## src/rtl/debug_target.sv

```systemverilog
// debug_target
// CPU-side responder for the 2-bit-address debug register interface.
// The debug controller writes CMD/ADDR/DATA, raises req, and this block
// executes the command against the core (halt/run/step/GPR access) or the
// memory bus, then finishes with a single-cycle ack pulse.
//
// Ports
//   clk, rst        system clock, asynchronous active-high reset
//   addr            register select: 0 CMD/STATUS, 1 ADDR, 2 DATA, 3 RESULT
//   write_data      write value, stored when wr_en is high
//   wr_en           one-cycle register write strobe
//   req             execute the latched CMD, held high until ack
//   read_data       registered read value for addr (1-cycle latency)
//   ack             one-cycle command completion pulse
//   cpu_halt_req    level, core halts while high
//   cpu_stopped     core is halted
//   cpu_step        one-cycle single-step pulse
//   cpu_step_done   one-cycle pulse when the stepped instruction retires
//   reg_sel         GPR index taken from the ADDR low bits
//   reg_wr_en       one-cycle GPR write strobe
//   reg_wr_val      GPR write value (DATA)
//   reg_rd_val      GPR read value, combinational from reg_sel
//   mem_addr        word-aligned memory address
//   mem_wr_data     memory write value (DATA)
//   mem_wr_en       write qualifier, valid while mem_access is high
//   mem_access      memory request, held until mem_ack or timeout
//   mem_ack         memory transfer complete
//   mem_rd_data     memory read value, valid with mem_ack

module debug_target #(
    parameter int TIMEOUT_CYCLES = 1024,
    parameter bit HALT_ON_RESET  = 1'b0,
    parameter int REG_SEL_W      = 4
) (
    input  logic                 clk,
    input  logic                 rst,
    input  logic [1:0]           addr,
    input  logic [31:0]          write_data,
    input  logic                 wr_en,
    input  logic                 req,
    output logic [31:0]          read_data,
    output logic                 ack,
    output logic                 cpu_halt_req,
    input  logic                 cpu_stopped,
    output logic                 cpu_step,
    input  logic                 cpu_step_done,
    output logic [REG_SEL_W-1:0] reg_sel,
    output logic                 reg_wr_en,
    output logic [31:0]          reg_wr_val,
    input  logic [31:0]          reg_rd_val,
    output logic [31:0]          mem_addr,
    output logic [31:0]          mem_wr_data,
    output logic                 mem_wr_en,
    output logic                 mem_access,
    input  logic                 mem_ack,
    input  logic [31:0]          mem_rd_data
);

    localparam int CNT_W = (TIMEOUT_CYCLES > 2) ? $clog2(TIMEOUT_CYCLES) : 1;
    localparam logic [CNT_W-1:0] CNT_LAST = CNT_W'(TIMEOUT_CYCLES - 1);

    localparam logic [3:0] OP_HALT  = 4'd0;
    localparam logic [3:0] OP_RUN   = 4'd1;
    localparam logic [3:0] OP_STEP  = 4'd2;
    localparam logic [3:0] OP_RDREG = 4'd3;
    localparam logic [3:0] OP_WRREG = 4'd4;
    localparam logic [3:0] OP_RDMEM = 4'd5;
    localparam logic [3:0] OP_WRMEM = 4'd6;

    typedef enum logic [2:0] {
        S_IDLE,
        S_WAIT_HALT,
        S_WAIT_STEP,
        S_REG,
        S_MEM,
        S_ACK
    } state_t;

    state_t            state_q;
    logic [31:0]       cmd_q;
    logic [31:0]       addr_q;
    logic [31:0]       data_q;
    logic [31:0]       result_q;
    logic              err_q;
    logic [3:0]        op_q;
    logic [31:0]       op_addr_q;
    logic [31:0]       op_data_q;
    logic [CNT_W-1:0]  tcnt_q;
    logic              ack_q;
    logic              halt_q;
    logic              step_q;
    logic              reg_wr_en_q;
    logic              mem_access_q;
    logic              mem_wr_en_q;
    logic [31:0]       read_data_d;
    logic [31:0]       read_data_q;

    // ADDR and DATA are copied at command start so that register writes
    // arriving while a command runs cannot disturb the bus/GPR outputs.
    assign reg_sel      = op_addr_q[REG_SEL_W-1:0];
    assign reg_wr_val   = op_data_q;
    assign mem_addr     = {op_addr_q[31:2], 2'b00};
    assign mem_wr_data  = op_data_q;
    assign read_data    = read_data_q;
    assign ack          = ack_q;
    assign cpu_halt_req = halt_q;
    assign cpu_step     = step_q;
    assign reg_wr_en    = reg_wr_en_q;
    assign mem_access   = mem_access_q;
    assign mem_wr_en    = mem_wr_en_q;

    always_comb begin
        read_data_d = '0;
        case (addr)
            2'd0:    read_data_d = {29'b0, err_q, (state_q != S_IDLE), cpu_stopped};
            2'd1:    read_data_d = addr_q;
            2'd2:    read_data_d = data_q;
            default: read_data_d = result_q;
        endcase
    end

    always_ff @(posedge clk or posedge rst) begin
        if (rst) begin
            read_data_q <= '0;
        end else begin
            read_data_q <= read_data_d;
        end
    end

    // Register file writes and the command FSM. Pulse outputs default low
    // each cycle and are raised only in the cycle that needs them.
    always_ff @(posedge clk or posedge rst) begin
        if (rst) begin
            state_q      <= S_IDLE;
            cmd_q        <= '0;
            addr_q       <= '0;
            data_q       <= '0;
            result_q     <= '0;
            err_q        <= 1'b0;
            op_q         <= '0;
            op_addr_q    <= '0;
            op_data_q    <= '0;
            tcnt_q       <= '0;
            ack_q        <= 1'b0;
            halt_q       <= HALT_ON_RESET;
            step_q       <= 1'b0;
            reg_wr_en_q  <= 1'b0;
            mem_access_q <= 1'b0;
            mem_wr_en_q  <= 1'b0;
        end else begin
            if (wr_en) begin
                case (addr)
                    2'd0:    cmd_q  <= write_data;
                    2'd1:    addr_q <= write_data;
                    2'd2:    data_q <= write_data;
                    default: ;
                endcase
            end

            ack_q       <= 1'b0;
            step_q      <= 1'b0;
            reg_wr_en_q <= 1'b0;

            case (state_q)
                S_IDLE: begin
                    if (req) begin
                        err_q     <= 1'b0;
                        tcnt_q    <= '0;
                        op_q      <= cmd_q[3:0];
                        op_addr_q <= addr_q;
                        op_data_q <= data_q;
                        if (cmd_q[31:4] != 28'd0) begin
                            err_q   <= 1'b1;
                            state_q <= S_ACK;
                        end else begin
                            case (cmd_q[3:0])
                                OP_HALT: begin
                                    halt_q  <= 1'b1;
                                    state_q <= S_WAIT_HALT;
                                end
                                OP_RUN: begin
                                    halt_q  <= 1'b0;
                                    state_q <= S_ACK;
                                end
                                OP_STEP: begin
                                    if (cpu_stopped) begin
                                        step_q  <= 1'b1;
                                        state_q <= S_WAIT_STEP;
                                    end else begin
                                        err_q   <= 1'b1;
                                        state_q <= S_ACK;
                                    end
                                end
                                OP_RDREG: begin
                                    if (cpu_stopped) begin
                                        state_q <= S_REG;
                                    end else begin
                                        err_q   <= 1'b1;
                                        state_q <= S_ACK;
                                    end
                                end
                                OP_WRREG: begin
                                    if (cpu_stopped) begin
                                        reg_wr_en_q <= 1'b1;
                                        state_q     <= S_REG;
                                    end else begin
                                        err_q   <= 1'b1;
                                        state_q <= S_ACK;
                                    end
                                end
                                OP_RDMEM: begin
                                    mem_access_q <= 1'b1;
                                    mem_wr_en_q  <= 1'b0;
                                    state_q      <= S_MEM;
                                end
                                OP_WRMEM: begin
                                    mem_access_q <= 1'b1;
                                    mem_wr_en_q  <= 1'b1;
                                    state_q      <= S_MEM;
                                end
                                default: begin
                                    err_q   <= 1'b1;
                                    state_q <= S_ACK;
                                end
                            endcase
                        end
                    end
                end

                // A halt timeout leaves cpu_halt_req asserted on purpose.
                S_WAIT_HALT: begin
                    if (cpu_stopped) begin
                        state_q <= S_ACK;
                    end else if (tcnt_q == CNT_LAST) begin
                        err_q   <= 1'b1;
                        state_q <= S_ACK;
                    end else begin
                        tcnt_q <= tcnt_q + CNT_W'(1);
                    end
                end

                S_WAIT_STEP: begin
                    if (cpu_step_done) begin
                        state_q <= S_ACK;
                    end else if (tcnt_q == CNT_LAST) begin
                        err_q   <= 1'b1;
                        state_q <= S_ACK;
                    end else begin
                        tcnt_q <= tcnt_q + CNT_W'(1);
                    end
                end

                // reg_rd_val follows reg_sel, which was set up on entry here.
                S_REG: begin
                    if (op_q == OP_RDREG) begin
                        result_q <= reg_rd_val;
                    end
                    state_q <= S_ACK;
                end

                // mem_ack is checked first so it wins over a same-cycle timeout.
                S_MEM: begin
                    if (mem_ack) begin
                        if (op_q == OP_RDMEM) begin
                            result_q <= mem_rd_data;
                        end
                        mem_access_q <= 1'b0;
                        mem_wr_en_q  <= 1'b0;
                        state_q      <= S_ACK;
                    end else if (tcnt_q == CNT_LAST) begin
                        err_q        <= 1'b1;
                        mem_access_q <= 1'b0;
                        mem_wr_en_q  <= 1'b0;
                        state_q      <= S_ACK;
                    end else begin
                        tcnt_q <= tcnt_q + CNT_W'(1);
                    end
                end

                S_ACK: begin
                    ack_q   <= 1'b1;
                    state_q <= S_IDLE;
                end

                default: state_q <= S_IDLE;
            endcase
        end
    end

endmodule

```

## config.mk

```make
export PLATFORM = sky130hd
export DESIGN_NAME = debug_target
export DESIGN_NICKNAME = d
export VERILOG_FILES = /design/src/rtl/debug_target.sv
export SDC_FILE = /design/constraint.sdc
export NUM_CORES = 1
export LEC_CHECK = 0
export ABC_AREA = 1
export CORE_MARGIN = 5
export CORE_UTILIZATION = 65
export CTS_CLUSTER_SIZE = 10
export DETAILED_ROUTE_END_ITERATION = 8
export DONT_BUFFER_PORTS = 1
export PLACE_DENSITY = 0.81
export SYNTH_ARGS = -nofsm -noshare
export SYNTH_HDL_FRONTEND = slang
export SYNTH_SLANG_ARGS = --single-unit
```

## constraint.sdc

```tcl
create_clock -name clk -period 10.3 [get_ports clk]
set_clock_uncertainty 0.15 [all_clocks]
set_input_delay 0 -clock clk [delete_from_list [all_inputs] [get_ports clk]]
set_output_delay 0 -clock clk [all_outputs]
set_load 0.03 [all_outputs]
```

==> results of run 1 <==
timing repair:
action / in CTS / in global routing
hold buffers: 111 / 0
endpoints found under the hold margin: 288 / 0
setup endpoints to repair: 0 / 0
final timing paths:
| path | end | slack [ns] | cells past startpoint |
|---|---|---|---|
| max in group asynchronous | cmd_q[13]$_DFFE_PP0P_ | 8.63 | 3 |
| min in group clk | read_data[30]$_DFF_PP0_ | 0.05 | 2 |
| hold reg to reg | cmd_q[27]$_DFFE_PP0P_ | 0.34 | 2 |
| setup reg to reg | result_q[8]$_DFFE_PP0P_ | 6.38 | 9 |
| setup / recovery | result_q[8]$_DFFE_PP0P_ | 6.38 | 9 |
| hold / removal | tcnt_q[3]$_DFFE_PP0P_ | 0.0006 | 2 |
cell usage in the layout, fill, tap and decap left out, drive strengths merged, types with 2 or more instances in the layout:
cell type and n:
a21oi 9, dfrtp 248, nor2 41, nor4 2
xor2 5, nand4 9, clkbuf 32, o2111ai 3
buf 6, o21ai 146, dlygate4sd3 111, o211ai 10
inv 85, conb 2, nand3 38, nor3 5
nand2 594
kinds of logic (layout without fill, tap and decap cells):
family / Yosys count / count (layout)
AOI/OAI and AO/OA: 171 / 171
xor gates and xnor gates: 5 / 5
adders and majority gates: 1 / 1
buffers and inverters: 176 / 235
DFF: 248 / 248
other: 1 / 2
and+or+nand+nor: 690 / 690
metrics by stage:
stage | cells | hold WS, ns | instance area (µm²) | utilization | power, W
after floorplan | 1293 | 0.003730 | 10800 | - | 0.002386
after global placement | 1428 | -0.1171 | 10600 | 0.6436 | 0.002476
after detailed placement | 1428 | -0.1022 | 10600 | 0.6436 | 0.002518
after CTS | 1572 | 0.01499 | 12460 | 0.7570 | 0.003499
after global routing | 1572 | 0.06677 | 12460 | 0.7570 | 0.003705
final | 1572 | 0.0006332 | 12460 | 0.7570 | 0.003521
layer usage:
metal,wire (µm),track usage,vias up
met2,13520,0.4715,561
met3,2613,0.06897,124
met1,11330,0.3910,4336
met4,1447,0.1411,0
met5,0,0,-
li1,-,-,4106
critical path, cell delays in order (launching register included):
cell	delay [ns]
dfrtp_1	0.45
nor2_2	0.19
nand2_2	0.05
buf_4	0.28
inv_2	0.60
a31oi_2	0.63
nor2_8	0.69
nand2_1	0.12
nand2_1	0.10
dlygate4sd3_1	0.55
sequential cells by signal, indices dropped and copies added, names as in the netlist, 3 cells and up:
| name | cells |
|---|---|
| op_addr_q | 32 |
| read_data | 32 |
| op_q | 4 |
| addr_q | 32 |
| state_q | 3 |
| cmd_q | 32 |
| mem_wr_data | 32 |
| tcnt_q | 10 |
| data_q | 32 |
| result_q | 32 |
report_power, final:
part	switching (W)	internal, W
registers	0.000580	0.00124
logic	0.000532	0.000309
clock network	0.000357	0.000502
final cells by class:
type | count | area share
inverters | 85 | 0.02640
repair buffers | 117 | 0.09275
multi-input cells | 869 | 0.3002
flip-flops and latches | 248 | 0.4979
clock buffers | 32 | 0.05993
clock inverters | 1 | 0.0007027
well taps | 220 | 0.02208
==> qor.yml, run 1 <==
run_status: "complete, no violations"
tightest_slew_ns: 1.195
synth_cell_type_count: 37
fin_crit_ns: 3.916
synth_common_cells: "nand2_1 (591), dfrtp_1 (248), o21ai_0 (113)"
port_buffers: 0
drc: 0
die_area_um2: 19290
numCtsBuffers: 29
synth_largest_area_cell: "dfrtp_1"
maxSlewHeadroom: 0.2032
max-vdd-ir-drop_v: 0.0002146
area_growth_pct: 15.45
pre_cts_ws_ns: 7.055
fp.dieW_um: 138.9
endpoint_kind: "flop"
yosys_warnings: 0
power_density_nw_per_um2: 282.5
layout.nets: 1456
synth_top_area_frac: 0.5748
cts_tree: "done"
setup_ws_ns: 6.384
rows: 47
synthArstFlopShare: 1.000
dr.pass1.iters: 5
synthMuxAreaShare: 0
wirelength_mm: 28.91
power.leakage_nw: 6.408
post_cts_resize_count: 0
drt_iter0_drc: 822
antenna_found_initial: 0
avgSynthCellArea_um2: 8.357
multi_input_area_um2: 3742
diodes: 0
regArea_um2: 6206
maxSlewViolCount: 0
viasPerCell: 5.806
vias: 9127
setup_tns_ns: 0
hp-class: "in2async"
overflow: 0
synth_compound_area_frac: 0.08425
cp-startpoint: "state_q[1]$_DFFE_PP0N_"
die_height_um: 138.9
place_congestion: 0.8839
grtUsageTotal: 0.2970
rsz0062_at_grt: "false"
critical_path_class: "reg2reg"
worstPathMaxFanout: 45
fmax_ghz: 0.2554
maxCapViolCount: 0
cts.path.max_buffers: 3
final_antenna_net_count: 0
clock_sinks: 248
fp.coreArea_um2: 16470
grt_max_degree: 113
clock_latency_ns: 0.53
grt_pass1_vias: 9259
synth-seq-cells: 248
ys_seq_area_frac: 0.5748
grt_pass1_wl_mm: 46.93
clk_pin_slew_ns: 0.05
clockRootBuffer: "clkbuf_16"
startpoint_type: "flop"
synthSimpleGateAreaFrac: 0.2546
syn_area_um2: 10800
synth_cells: 1292
hpwlAfterDp_mm: 17.18
synth_top_family_by_area: "simple AND/OR/NAND/NOR gates"
cts_setup_buffers: 0
synth_area_leaders: "dfrtp_1 (57%), nand2_1 (21%), o21ai_0 (5.2%), buf_4 (2.9%), inv_1 (2.7%)"
io_pins: 243
required_ns: 10.61
ys.flop_type: "dfrtp_1"
period_share: 0.3802
cp.arrival_ns: 4.23
finalSetupViolations: 0
drive_gt1_frac: 0.04660
hold_viol: 0
start_util: 0.6557
htree_num_levels: 1
synth_edf_count: 0
yosysMostFrequentCell: "nand2_1"
synth-adder-area-share: 0.001159
routedWlPerCell_um: 18.39
n_fill_cell: 1111
r2r_start: "state_q[1]$_DFFE_PP0N_"
synthXorXnorAreaFrac: 0.004056
Power figures use the tool's default switching activity.
==> run 2: changes to the inputs <==
==> config.mk (replaced) <==
export PLATFORM = sky130hd
export DESIGN_NAME = debug_target
export DESIGN_NICKNAME = d
export VERILOG_FILES = /design/src/rtl/debug_target.sv
export SDC_FILE = /design/constraint.sdc
export NUM_CORES = 1
export LEC_CHECK = 0
export ABC_AREA = 0
export CORE_MARGIN = 5
export CORE_UTILIZATION = 57
export CTS_CLUSTER_SIZE = 10
export DETAILED_ROUTE_END_ITERATION = 8
export DONT_BUFFER_PORTS = 1
export PLACE_DENSITY = 0.75
export SYNTH_ARGS = -nofsm -noshare
export SYNTH_HDL_FRONTEND = slang
export SYNTH_SLANG_ARGS = --single-unit
==> constraint.sdc (replaced) <==
create_clock -name clk -period 3.3 [get_ports clk]
set_clock_uncertainty 0.15 [all_clocks]
set_input_delay 0 -clock clk [delete_from_list [all_inputs] [get_ports clk]]
set_output_delay 0 -clock clk [all_outputs]
set_load 0.03 [all_outputs]
==> run 2 against run 1 <==
Count of clock-buffer cells in the layout fell by 3. Synthesized cell count fell by 31%. Routed wire length fell by 8.9%. Fmax rose by 46%. Global-route usage fell by 5.5 points. Cell count fell by 24%. Design area rose by 1.8%. Total power rose to 3.1 times the previous value. Critical path type unchanged. Critical endpoint is now result_q[18]$_DFFE_PP0P_. Highest routed layer is now met5.
==> qor.yml, run 2 <==
synth-seq-cells: 248  # unchanged
area_growth_pct: 17.30  # was 15.45%
grtUsageTotal: 0.2424  # was 0.2970
drive_gt1_frac: 0.2620  # was 0.04660
io_pins: 243  # unchanged
fmax_ghz: 0.3736  # was 0.2554 GHz
swShare: 0.3877  # was 0.4175
max-vdd-ir-drop_v: 0.0004992  # was 0.0002146 V
tightest_slew_ns: 1.032  # was 1.195 ns
fin_crit_ns: 2.677  # was 3.916 ns
diodes: 0  # unchanged
synth_largest_area_cell: "dfrtp_1"  # unchanged
dpl.cell_count: 1055  # was 1428
pwr-share-comb: 0.215  # was 0.239
syn_area_um2: 10820  # was 10800 µm²
antenna_found_initial: 2  # was 0
fp.coreArea_um2: 18710  # was 16470 µm²
start_util: 0.5785  # was 0.6557
htree_num_levels: 1  # unchanged
viasPerCell: 5.862  # was 5.806
layout.nets: 1068  # was 1456
routedWlPerCell_um: 22.02  # was 18.39 µm
endpoint_kind: "flop"  # unchanged
synth_top_area_frac: 0.5735  # was 0.5748
wirelength_mm: 26.33  # was 28.91 mm
hold_viol: 0  # unchanged
synth_common_cells: "dfrtp_1 (248), nand2_1 (214), mux2_2 (159)"  # was nand2_1 (591), dfrtp_1 (248), o21ai_0 (113)
critical_path_class: "reg2reg"  # unchanged
worstPathMaxFanout: 17  # was 45
startpoint_type: "flop"  # unchanged
clockRootBuffer: "clkbuf_16"  # unchanged
maxSlewHeadroom: 0.3092  # was 0.2032
required_ns: 3.56  # was 10.61 ns
clock_power_share: 0.244  # about the same
cts.path.max_buffers: 3  # unchanged
synth_cell_type_count: 48  # was 37
finalSetupViolations: 0  # unchanged
switchingPower_w: 0.004183  # was 0.001470 W
final_common_cell: "dfrtp_1"  # was nand2_1
final_antenna_net_count: 0  # unchanged
ys_seq_area_frac: 0.5735  # was 0.5748
port_buffers: 0  # unchanged
synthArstFlopShare: 1.000  # unchanged
place_area_um2: 10830  # was 10600 µm²
place_congestion: 0.8442  # was 0.8839
overflow: 0  # unchanged
grt_pass1_wl_mm: 42.40  # was 46.93 mm
avgSynthCellArea_um2: 12.16  # was 8.357 µm²
rsz0062_at_grt: "false"  # unchanged
clk_pin_slew_ns: 0.06  # was 0.05 ns
intPower_w: 0.006605  # was 0.002051 W
design_area_um2: 12690  # was 12460 µm²
power.leakage_nw: 5.931  # was 6.408 nW
grt_max_degree: 77  # was 113
die_height_um: 147.8  # was 138.9 µm
maxCapViolCount: 0  # unchanged
vias: 7011  # was 9127
numCtsBuffers: 28  # was 29
clock_latency_ns: 0.54  # was 0.53 ns
drc: 0  # unchanged
synth_area_leaders: "dfrtp_1 (57%), mux2_2 (17%), nand2_1 (7.4%), mux2_4 (4.2%), buf_4 (2.5%)"  # was dfrtp_1 (57%), nand2_1 (21%), o21ai_0 (5.2%), buf_4 (2.9%), inv_1 (2.7%)
n_fill_cell: 1275  # was 1111
power_density_nw_per_um2: 850.0  # was 282.5 nW/µm²
run_status: "complete, no violations"  # unchanged
hp-class: "in2reg"  # was in2async
clock_sinks: 248  # unchanged
ys.flop_type: "dfrtp_1"  # unchanged
cts_tree: "done"  # unchanged
fp.dieW_um: 147.8  # was 138.9 µm
period_share: 0.8112  # was 0.3802
rows: 50  # was 47
maxSlewViolCount: 0  # unchanged
final_cell_mix: "dfrtp_1 (248), nand2_1 (212), mux2_2 (159), dlygate4sd3_1 (109), mux2_4 (30)"  # was nand2_1 (588), dfrtp_1 (248), o21ai_0 (113), dlygate4sd3_1 (111), inv_1 (76)
dr.pass1.iters: 5  # unchanged
grt_pass1_vias: 7607  # was 9259
hpwlAfterDp_mm: 16.07  # was 17.18 mm
yosysMostFrequentCell: "dfrtp_1"  # was nand2_1
synth_cells: 890  # was 1292
yosys_warnings: 0  # unchanged
seqPwrFrac: 0.541  # was 0.517
cp.arrival_ns: 2.94  # was 4.23 ns
fin_cells: 1196  # was 1572
synth_edf_count: 0  # unchanged
die_area_um2: 21840  # was 19290 µm²
drt_iter0_drc: 512  # was 822
==> run 2: layout make-up <==
cell class | count | area (µm²) | area share
inverters | 6 | 26.28 | 0.002070
clock inverters | 1 | 16.27 | 0.001282
multi-input cells | 550 | 4128 | 0.3252
flip-flops and latches | 248 | 6206 | 0.4890
clock buffers | 29 | 714.4 | 0.05629
well taps | 234 | 292.8 | 0.02307
repair buffers | 128 | 1309 | 0.1031
==> run 2: per-stage QoR <==
stage	setup slack (ns)	util	power, W	hold slack, ns	TNS [ns]
2_1_floorplan	-0.1097	-	0.007535	0.0004691	-27.21
3_3_place_gp	0.7219	0.5790	0.007780	-0.01204	0
3_5_place_dp	0.6531	0.5790	0.007880	-0.005756	0
4_1_cts	0.6480	0.6785	0.01081	0.006091	0
5_1_grt	0.5228	0.6785	0.01132	0.02136	0
6_report	0.6231	0.6785	0.01079	0.02525	0
==> run 2: per-layer routing <==
| layer | wire [µm] | share of wire | vias up | GRT usage |
|---|---|---|---|---|
| li1 | - | - | 3154 | - |
| met2 | 13180 | 0.50 | 232 | 0.4072 |
| met4 | 386 | 0.015 | 4 | 0.05732 |
| met1 | 11040 | 0.42 | 3591 | 0.3238 |
| met5 | 26 | 0.00099 | - | 0 |
| met3 | 1696 | 0.064 | 30 | 0.05549 |
==> run 2: worst paths after layout <==
kind,slack (ns),cells after the start,startpoint,end
worst max-delay path,0.62,6,state_q[1]$_DFFE_PP0N_,result_q[18]$_DFFE_PP0P_
worst min-delay path,0.03,3,addr[0],read_data[22]$_DFF_PP0_
worst max register to register,0.62,6,state_q[1]$_DFFE_PP0N_,result_q[18]$_DFFE_PP0P_
worst min register to register,0.32,2,op_q[3]$_DFFE_PP0P_,op_q[3]$_DFFE_PP0P_
max in group asynchronous,2.05,3,rst,addr_q[27]$_DFFE_PP0P_
min in group asynchronous,0.04,2,rst,addr_q[6]$_DFFE_PP0P_
==> run 2: logic make-up (layout without fill, tap and decap cells) <==
kind of cell,after synthesis,after routing,synth area share
buffers and inverters,93,164,0.04706
adders and majority gates,1,1,0.001156
muxes,194,194,0.2152
DFF,248,248,0.5735
AOI/OAI and AO/OA,74,74,0.04892
and+or+nand+nor,279,279,0.1138
other,1,2,0.0003466
==> run 2: power groups by stage <==
| stage | registers (W) | logic (W) | clock network, W |
|---|---|---|---|
| 2_1_floorplan | 0.00522 | 0.00231 | 0 |
| 3_3_place_gp | 0.00586 | 0.00192 | 0 |
| 3_5_place_dp | 0.00588 | 0.00201 | 0 |
| 4_1_cts | 0.00584 | 0.00230 | 0.00267 |
| 5_1_grt | 0.00596 | 0.00256 | 0.00280 |
| 6_report | 0.00584 | 0.00232 | 0.00263 |
==> run 2: timing repair <==
action / CTS / global route
resized for setup: 0 / 0
endpoints found under the hold margin: 290 / 0
hold buffers: 111 / 0
setup buffers: 0 / 0
==> run 2: critical path, stage by stage, from the launching register on <==
cell and delay (ns):
dfrtp_1 0.60, and2b_1 0.26, nand3_1 0.09, o21a_1 0.19, or4b_2 0.65, buf_4 0.28, mux2_4 0.34
